### config.mk
export PLATFORM = sky130hd
export DESIGN_NAME = ex_memunit
export DESIGN_NICKNAME = d
export VERILOG_FILES = /design/src/rtl/ex_memunit.sv
export SDC_FILE = /design/constraint.sdc
export NUM_CORES = 1
export LEC_CHECK = 0
export BUFFER_PORTS_ARGS = -buffer_cell sky130_fd_sc_hd__buf_2
export CAP_MARGIN = 20
export CORE_MARGIN = 5
export CORE_UTILIZATION = 47
export DETAILED_ROUTE_END_ITERATION = 10
export HOLD_SLACK_MARGIN = 0.03
export PLACE_DENSITY = 0.77
export RECOVER_POWER = 100
export SETUP_SLACK_MARGIN = 0.5
export SYNTH_ARGS = -nofsm -noshare
export SYNTH_HDL_FRONTEND = slang
export SYNTH_SLANG_ARGS = --single-unit
### constraint.sdc
create_clock -name clk -period 2.4 [get_ports clk]
set_input_delay 0.36 -clock clk [delete_from_list [all_inputs] [get_ports clk]]
set_output_delay 0.36 -clock clk [all_outputs]
set_load 0.02 [all_outputs]
### src/rtl/ex_memunit.sv
// ex_memunit: load/store execution unit.
// Accepts one memory op per issue from the scheduler, runs a single
// data-memory bus transaction and returns the result to commit on the
// out/rd_out_rn/valid/stall channel. Stores complete through commit with
// rd_out_rn=0. A bus request that waits WAIT_LIMIT cycles without a response
// completes with fault=1 (WAIT_LIMIT=0 disables the timeout).
//
// Build option: define MEMUNIT_ALIGN_CHECK_EN to trap misaligned accesses at
// issue (64-bit with ea[2:0]!=0, 32-bit with ea[1:0]!=0). Such ops skip the
// bus entirely and complete with fault=1. Without the macro the low address
// bits below the 32-bit lane select are ignored.

module ex_memunit #(
  parameter int unsigned WAIT_LIMIT = 255
) (
  input  logic        clk,
  input  logic        rst_n,
  input  logic [63:0] in1,
  input  logic [63:0] in2,
  input  logic [31:0] imm,
  input  logic        ex_enable,
  output logic        ex_busy,
  input  logic [5:0]  rd_in_rn,
  input  logic [1:0]  op,
  output logic [5:0]  rd_out_rn,
  output logic [63:0] out,
  output logic        valid,
  input  logic        stall,
  output logic        fault,
  output logic [63:0] dmem_addr,
  output logic [63:0] dmem_wdata,
  output logic [7:0]  dmem_be,
  output logic        dmem_we,
  output logic        dmem_addr_valid,
  input  logic [63:0] dmem_rdata,
  input  logic        dmem_data_valid
);

  // --------------------------------------------------------------------------
  // Constants
  // --------------------------------------------------------------------------
  localparam logic [1:0] ST_IDLE = 2'd0;
  localparam logic [1:0] ST_REQ  = 2'd1;
  localparam logic [1:0] ST_DONE = 2'd2;

  // Timeout limit folded to the counter width; 0 disables the timeout.
  localparam logic [15:0] WAIT_LIMIT_W = 16'(WAIT_LIMIT);
  localparam bit          TIMEOUT_EN   = (WAIT_LIMIT != 0);

  // op field decode
  localparam int OP_STORE_BIT = 1;
  localparam int OP_WORD_BIT  = 0;

  // --------------------------------------------------------------------------
  // State
  // --------------------------------------------------------------------------
  logic [1:0]  state_q,     state_d;
  logic [63:2] ea_q,        ea_d;        // effective address, byte-in-word bits dropped
  logic [1:0]  op_q,        op_d;
  logic [5:0]  rd_q,        rd_d;        // destination captured at issue
  logic [63:0] st_data_q,   st_data_d;   // rs2 data captured at issue
  logic [15:0] cnt_q,       cnt_d;       // REQ cycle counter for the timeout
  logic [63:0] out_q,       out_d;
  logic [5:0]  rd_out_q,    rd_out_d;
  logic        fault_q,     fault_d;

  // --------------------------------------------------------------------------
  // Issue-time address generation
  // --------------------------------------------------------------------------
  logic [63:0] imm_sext;
  logic [63:0] ea_issue;
  logic        misaligned_issue;

  // Effective address of the op being offered by the scheduler.
  always_comb begin
    imm_sext = {{32{imm[31]}}, imm};
    ea_issue = in1 + imm_sext;
  end

`ifdef MEMUNIT_ALIGN_CHECK_EN
  // A 32-bit access needs 4-byte alignment, a 64-bit access 8-byte alignment.
  assign misaligned_issue = op[OP_WORD_BIT] ? (ea_issue[1:0] != 2'b00)
                                            : (ea_issue[2:0] != 3'b000);
`else
  // Low address bits are deliberately ignored in this build.
  logic unused_ea_low;
  assign unused_ea_low    = ^ea_issue[1:0];
  assign misaligned_issue = 1'b0;
`endif

  // --------------------------------------------------------------------------
  // Load data extraction
  // --------------------------------------------------------------------------
  logic [31:0] load_word;
  logic [63:0] load_result;
  logic [15:0] cnt_inc;
  logic        timeout_hit;

  // Pick the addressed 32-bit lane and sign-extend it for word loads.
  always_comb begin
    load_word   = ea_q[2] ? dmem_rdata[63:32] : dmem_rdata[31:0];
    load_result = op_q[OP_WORD_BIT] ? {{32{load_word[31]}}, load_word}
                                    : dmem_rdata;
    cnt_inc     = cnt_q + 16'd1;
    timeout_hit = TIMEOUT_EN && (cnt_inc == WAIT_LIMIT_W);
  end

  // --------------------------------------------------------------------------
  // Next-state logic
  // --------------------------------------------------------------------------
  // Sequences IDLE -> REQ -> DONE (or IDLE -> DONE for a trapped op).
  always_comb begin
    // NOTE: every _d starts as its _q so unassigned paths hold state rather
    // than inferring latches.
    state_d   = state_q;
    ea_d      = ea_q;
    op_d      = op_q;
    rd_d      = rd_q;
    st_data_d = st_data_q;
    cnt_d     = cnt_q;
    out_d     = out_q;
    rd_out_d  = rd_out_q;
    fault_d   = fault_q;

    case (state_q)
      ST_IDLE: begin
        if (ex_enable) begin
          ea_d      = ea_issue[63:2];
          op_d      = op;
          rd_d      = rd_in_rn;
          st_data_d = in2;
          cnt_d     = 16'd0;
          if (misaligned_issue) begin
            // Trapped at issue: no bus activity, straight to commit.
            state_d  = ST_DONE;
            out_d    = 64'd0;
            rd_out_d = 6'd0;
            fault_d  = 1'b1;
          end else begin
            state_d  = ST_REQ;
          end
        end
      end

      ST_REQ: begin
        cnt_d = cnt_inc;
        // A response on the limit edge wins over the timeout.
        if (dmem_data_valid) begin
          state_d = ST_DONE;
          fault_d = 1'b0;
          if (op_q[OP_STORE_BIT]) begin
            out_d    = 64'd0;
            rd_out_d = 6'd0;
          end else begin
            out_d    = load_result;
            rd_out_d = rd_q;
          end
        end else if (timeout_hit) begin
          state_d  = ST_DONE;
          out_d    = 64'd0;
          rd_out_d = 6'd0;
          fault_d  = 1'b1;
        end
      end

      ST_DONE: begin
        // Result is held until commit takes it.
        if (!stall) begin
          state_d  = ST_IDLE;
          rd_out_d = 6'd0;
          fault_d  = 1'b0;
        end
      end

      default: begin
        state_d = ST_IDLE;
      end
    endcase
  end

  // --------------------------------------------------------------------------
  // Registers
  // --------------------------------------------------------------------------
  // State and datapath registers; reset aborts any transaction in flight.
  always_ff @(posedge clk or negedge rst_n) begin
    if (!rst_n) begin
      state_q   <= ST_IDLE;
      ea_q      <= '0;
      op_q      <= '0;
      rd_q      <= '0;
      st_data_q <= '0;
      cnt_q     <= '0;
      out_q     <= '0;
      rd_out_q  <= '0;
      fault_q   <= 1'b0;
    end else begin
      // NOTE: non-blocking assignments so every register samples the
      // pre-edge values computed above, independent of statement order.
      state_q   <= state_d;
      ea_q      <= ea_d;
      op_q      <= op_d;
      rd_q      <= rd_d;
      st_data_q <= st_data_d;
      cnt_q     <= cnt_d;
      out_q     <= out_d;
      rd_out_q  <= rd_out_d;
      fault_q   <= fault_d;
    end
  end

  // --------------------------------------------------------------------------
  // Outputs
  // --------------------------------------------------------------------------
  logic in_req;
  logic [7:0]  be_word;
  logic [63:0] wdata_req;

  // Bus request fields, driven only while in REQ so they read 0 otherwise.
  always_comb begin
    in_req    = (state_q == ST_REQ);
    be_word   = ea_q[2] ? 8'hF0 : 8'h0F;
    wdata_req = op_q[OP_WORD_BIT] ? {st_data_q[31:0], st_data_q[31:0]}
                                  : st_data_q;

    dmem_addr_valid = in_req;
    dmem_addr       = in_req ? {ea_q[63:3], 3'b000} : 64'd0;
    dmem_we         = in_req & op_q[OP_STORE_BIT];
    dmem_be         = in_req ? (op_q[OP_WORD_BIT] ? be_word : 8'hFF) : 8'h00;
    dmem_wdata      = in_req ? wdata_req : 64'd0;
  end

  assign ex_busy   = (state_q != ST_IDLE);
  assign valid     = (state_q == ST_DONE);
  assign out       = out_q;
  assign rd_out_rn = rd_out_q;
  assign fault     = fault_q;

endmodule

==> results.md <==
* Status: complete, but fails checks
* Failing checks: negative setup slack
* Final Skew at 0.0274 ns
* Distinct cells, synth at 82
* Commonest non-fill, non-tap cells in the layout: 349 x nand2_1, 275 x buf_4, 221 x buf_2
* Antenna-violating nets left at 0
* Starting DRT DRC Count at 2,105
* Power density cells at 1120 nW/um2
* First-pass GRT wire length at 92.9 mm
* EDFF count, synth at 0
* CTS tree: done
* Setup violators final at 6
* Die area at 34,000 um2
* CP startpoint kind: flip-flop
* Worst path max stage delay at 0.40 ns
* Grt ovf at 0
* RSZ-0062 raised after global routing: yes
* Net Sw Frac at 0.455
* Max Cap Violations at 0
* Global route hottest layer: met2
* Crit path max-delay family: buffers and inverters
* Non-Filler Instances at 2,878
* Via count at roughly 18,000
* Final WL at 69.6 mm
* DR DRC count at 0
* Met1 usage at 0.408
* Initial antenna violation count at 6
* Placed insts at between 2,000 and 3,000
* Largest cells by area after synthesis: dfrtp_1 39%, nand2_1 11%, ha_1 5.9%
* Post-DP Area at 19,000 um2
* Fin. max-slew vios at 0
* GRT Total Usage at 0.345
* Top-area cell type share of the netlist area at 0.390
* Final Hold Vio Count at 0
* VDD IR-drop max at between 0.5 and 0.6 mV
* Critical Path Slowest Stage Cell: dfrtp_1
* Share of cells above drive strength 1 at 0.466
* Cell Int Power at between 10 and 15 mW
* Buf+Inv Stages, Crit Path at 6
* Max_slew headroom at 0.191
* Top_reg_cell synth: dfrtp_1
* Dpl hpwl at about 40 mm
* FMAX at 403 MHz
* I/O pin cnt at approximately 450
* Most common cell after layout, fill and taps aside: nand2_1
* Die W at 184 um
* Vias in the first global route at 16,865
* Clk Latency, worst-skew pair at 0.54 ns
* Ys async rst share at 1.00
* Critical-path cell list: inv_2, ha_4, buf_12, clkinv_16, buf_12, buf_12, nor2_4, buf_6
* Final worst setup slack at -0.0787 ns
* Syn_area_per_cell at roughly 8.3 um2
* First-pass detailed-route iteration total at 6
* Slew at the pin closest to its max-slew limit at 1.21 ns
* Port Buffers at 444
* Reg2Reg Setup Slack at 0 ns
* GPL Wtd Cong at 0.966
* CP Capture Type: output pin
* Fin crit period at 2.48 ns
* CTS sink count at 223
* Post-Syn Area at 14,300 um2
* Met2 GRT Util at 0.561
* Final net count at 2,769
* Clk pin slew, worst setup/hold paths at about 0.070 ns
* Critical-path maximum fanout at 9
* Clock buffer depth at 3
* Leak at 11.4 nW
* Grt met3 use at 0.0843
* Fin util at 0.800
* Cell mode on critical path: buf_12
* #FFs+latches synth at between 200 and 250
* Via/cell ratio at 6.15
* Die height at 184 um
* Cts bufs inserted at 24
* Sequential power share at 0.262
* Warnings, synthesis at 0
* Post-Syn Instances at 1,724
* Design area at approximately 24,000 um2
* Area grow syn2layout at 67.1%
* Tcrit/Tclk final at 1.03
* FP Rows at 63
* Hold crit path type: in -> reg
* Sequential fraction of the synthesis area at 0.390
* Clk root buf: clkbuf_16
* CP Class: reg -> out
* Gate power share at 0.586
* Post-synth top area cell: dfrtp_1
* Req. time, crit path at 2.04 ns
* Core Region at 29,900 um2
* Wire per inst at approximately 24 um
* Worst EP arrival at 2.12 ns
* Initial Utilization at 0.479
* Largest net degree at the start of global routing at 90
* Setup TNS at -0.176 ns
* Clock share of power at 0.152
* Net Switching at 12.2 mW
* Hold_ws at about 0.035 ns
* Htree depth at 1
per-stage QoR:
step | total power [mW] | setup WS [ns]
final | 26.8 | -0.0787
after global routing | 27.8 | -0.118
after CTS | 24.6 | 0.0774
after detailed placement | 17.2 | -0.500
after global placement | 16.8 | -0.429
after floorplan | 13.1 | -0.126
logic make-up after synthesis:
group / synth area share
AO/OA/AOI/OAI: 0.189
adder cells (fa/ha/maj): 0.0586
XOR/XNOR: 0.0355
multiplexers: 0.0508
AND/OR/NAND/NOR: 0.233
other: 0.000262
buffers and inverters: 0.0426
flip-flops: 0.390
tightest hold or removal path, delay by kind of cell:
kind          cells  cell delay, ns
buf+inv           1            0.09
simple gates      2            0.10
worst paths after layout:
| path | end | cells after the start | start |
|---|---|---|---|
| setup / recovery | dmem_wdata[52] | 8 | state_q[1] |
| hold / removal | st_data_q[6] | 3 | in2[6] |
| setup reg to reg | out[42] | 11 | cnt_q[3] |
| hold reg to reg | st_data_q[39] | 2 | st_data_q[39] |
| max in group asynchronous | cnt_q[1] | 3 | rst_n |
| min in group asynchronous | out[8] | 2 | rst_n |
cell type report:
type | instances | area (um2)
Timing Repair Buffer | 820 | 6620
Sequential cell | 223 | 5590
Clock inverter | 15 | 168
Antenna cell | 5 | 12.5
Inverter | 21 | 108
Clock buffer | 29 | 681
Fill cell | 1722 | 5990
Multi-Input combinational cell | 1375 | 10200
Tap cell | 390 | 488
synth_stat cells (3+ instances only):
master / number
a211oi_1: 6
a211oi_2: 3
a21boi_0: 3
a21o_1: 37
a21oi_1: 121
a221oi_1: 3
a22o_1: 7
a31oi_1: 17
and2_1: 99
and3_1: 8
buf_1: 9
buf_2: 11
buf_4: 10
buf_6: 6
clkbuf_1: 73
clkbuf_2: 5
dfrtp_1: 223
ha_1: 67
inv_1: 20
mux2_2: 4
mux2i_1: 68
nand2_1: 414
nand2b_1: 8
nand3_1: 17
nand3b_1: 3
nand4_1: 32
nor2_1: 94
nor2b_1: 4
nor3_1: 19
o211ai_1: 7
o21a_1: 3
o21ai_0: 149
o21ai_1: 25
o21bai_1: 9
o22ai_1: 4
o31ai_1: 12
o41ai_1: 5
or2_2: 4
or3_1: 4
or4_1: 3
xnor2_1: 28
xor2_1: 30
state kept, by name, summed over array words and instances, names as in the netlist:
register   flops
state_q        2
op_q           2
cnt_q         16
ea_q          62
st_data_q     64
fault          1
rd_out_rn      6
rd_q           6
out           64
timing repair:
item	CTS	global route
endpoints found under the setup margin	266	298
hold endpoints to repair	82	0
buffers inserted	40	38
gates cloned	18	4
pin swaps	61	116
gates resized for setup	413	307
hold buffers	39	0
power groups by stage:
| stage | clock, mW | combinational, mW | sequential, mW |
|---|---|---|---|
| after floorplan | 0 | 6.21 | 6.90 |
| after global placement | 0 | 10.3 | 6.50 |
| after detailed placement | 0 | 10.6 | 6.60 |
| after CTS | 4.05 | 13.9 | 6.65 |
| after global routing | 4.23 | 16.4 | 7.15 |
| final | 4.07 | 15.7 | 7.03 |
metal layers:
layer  vias to the layer above  wire [um]
met5                         -          7
met1                      8311      23500
li1                       7451          -
met2                      1476      32400
met3                       473       7570
met4                         2       6130
Power figures use the tool's default switching activity.
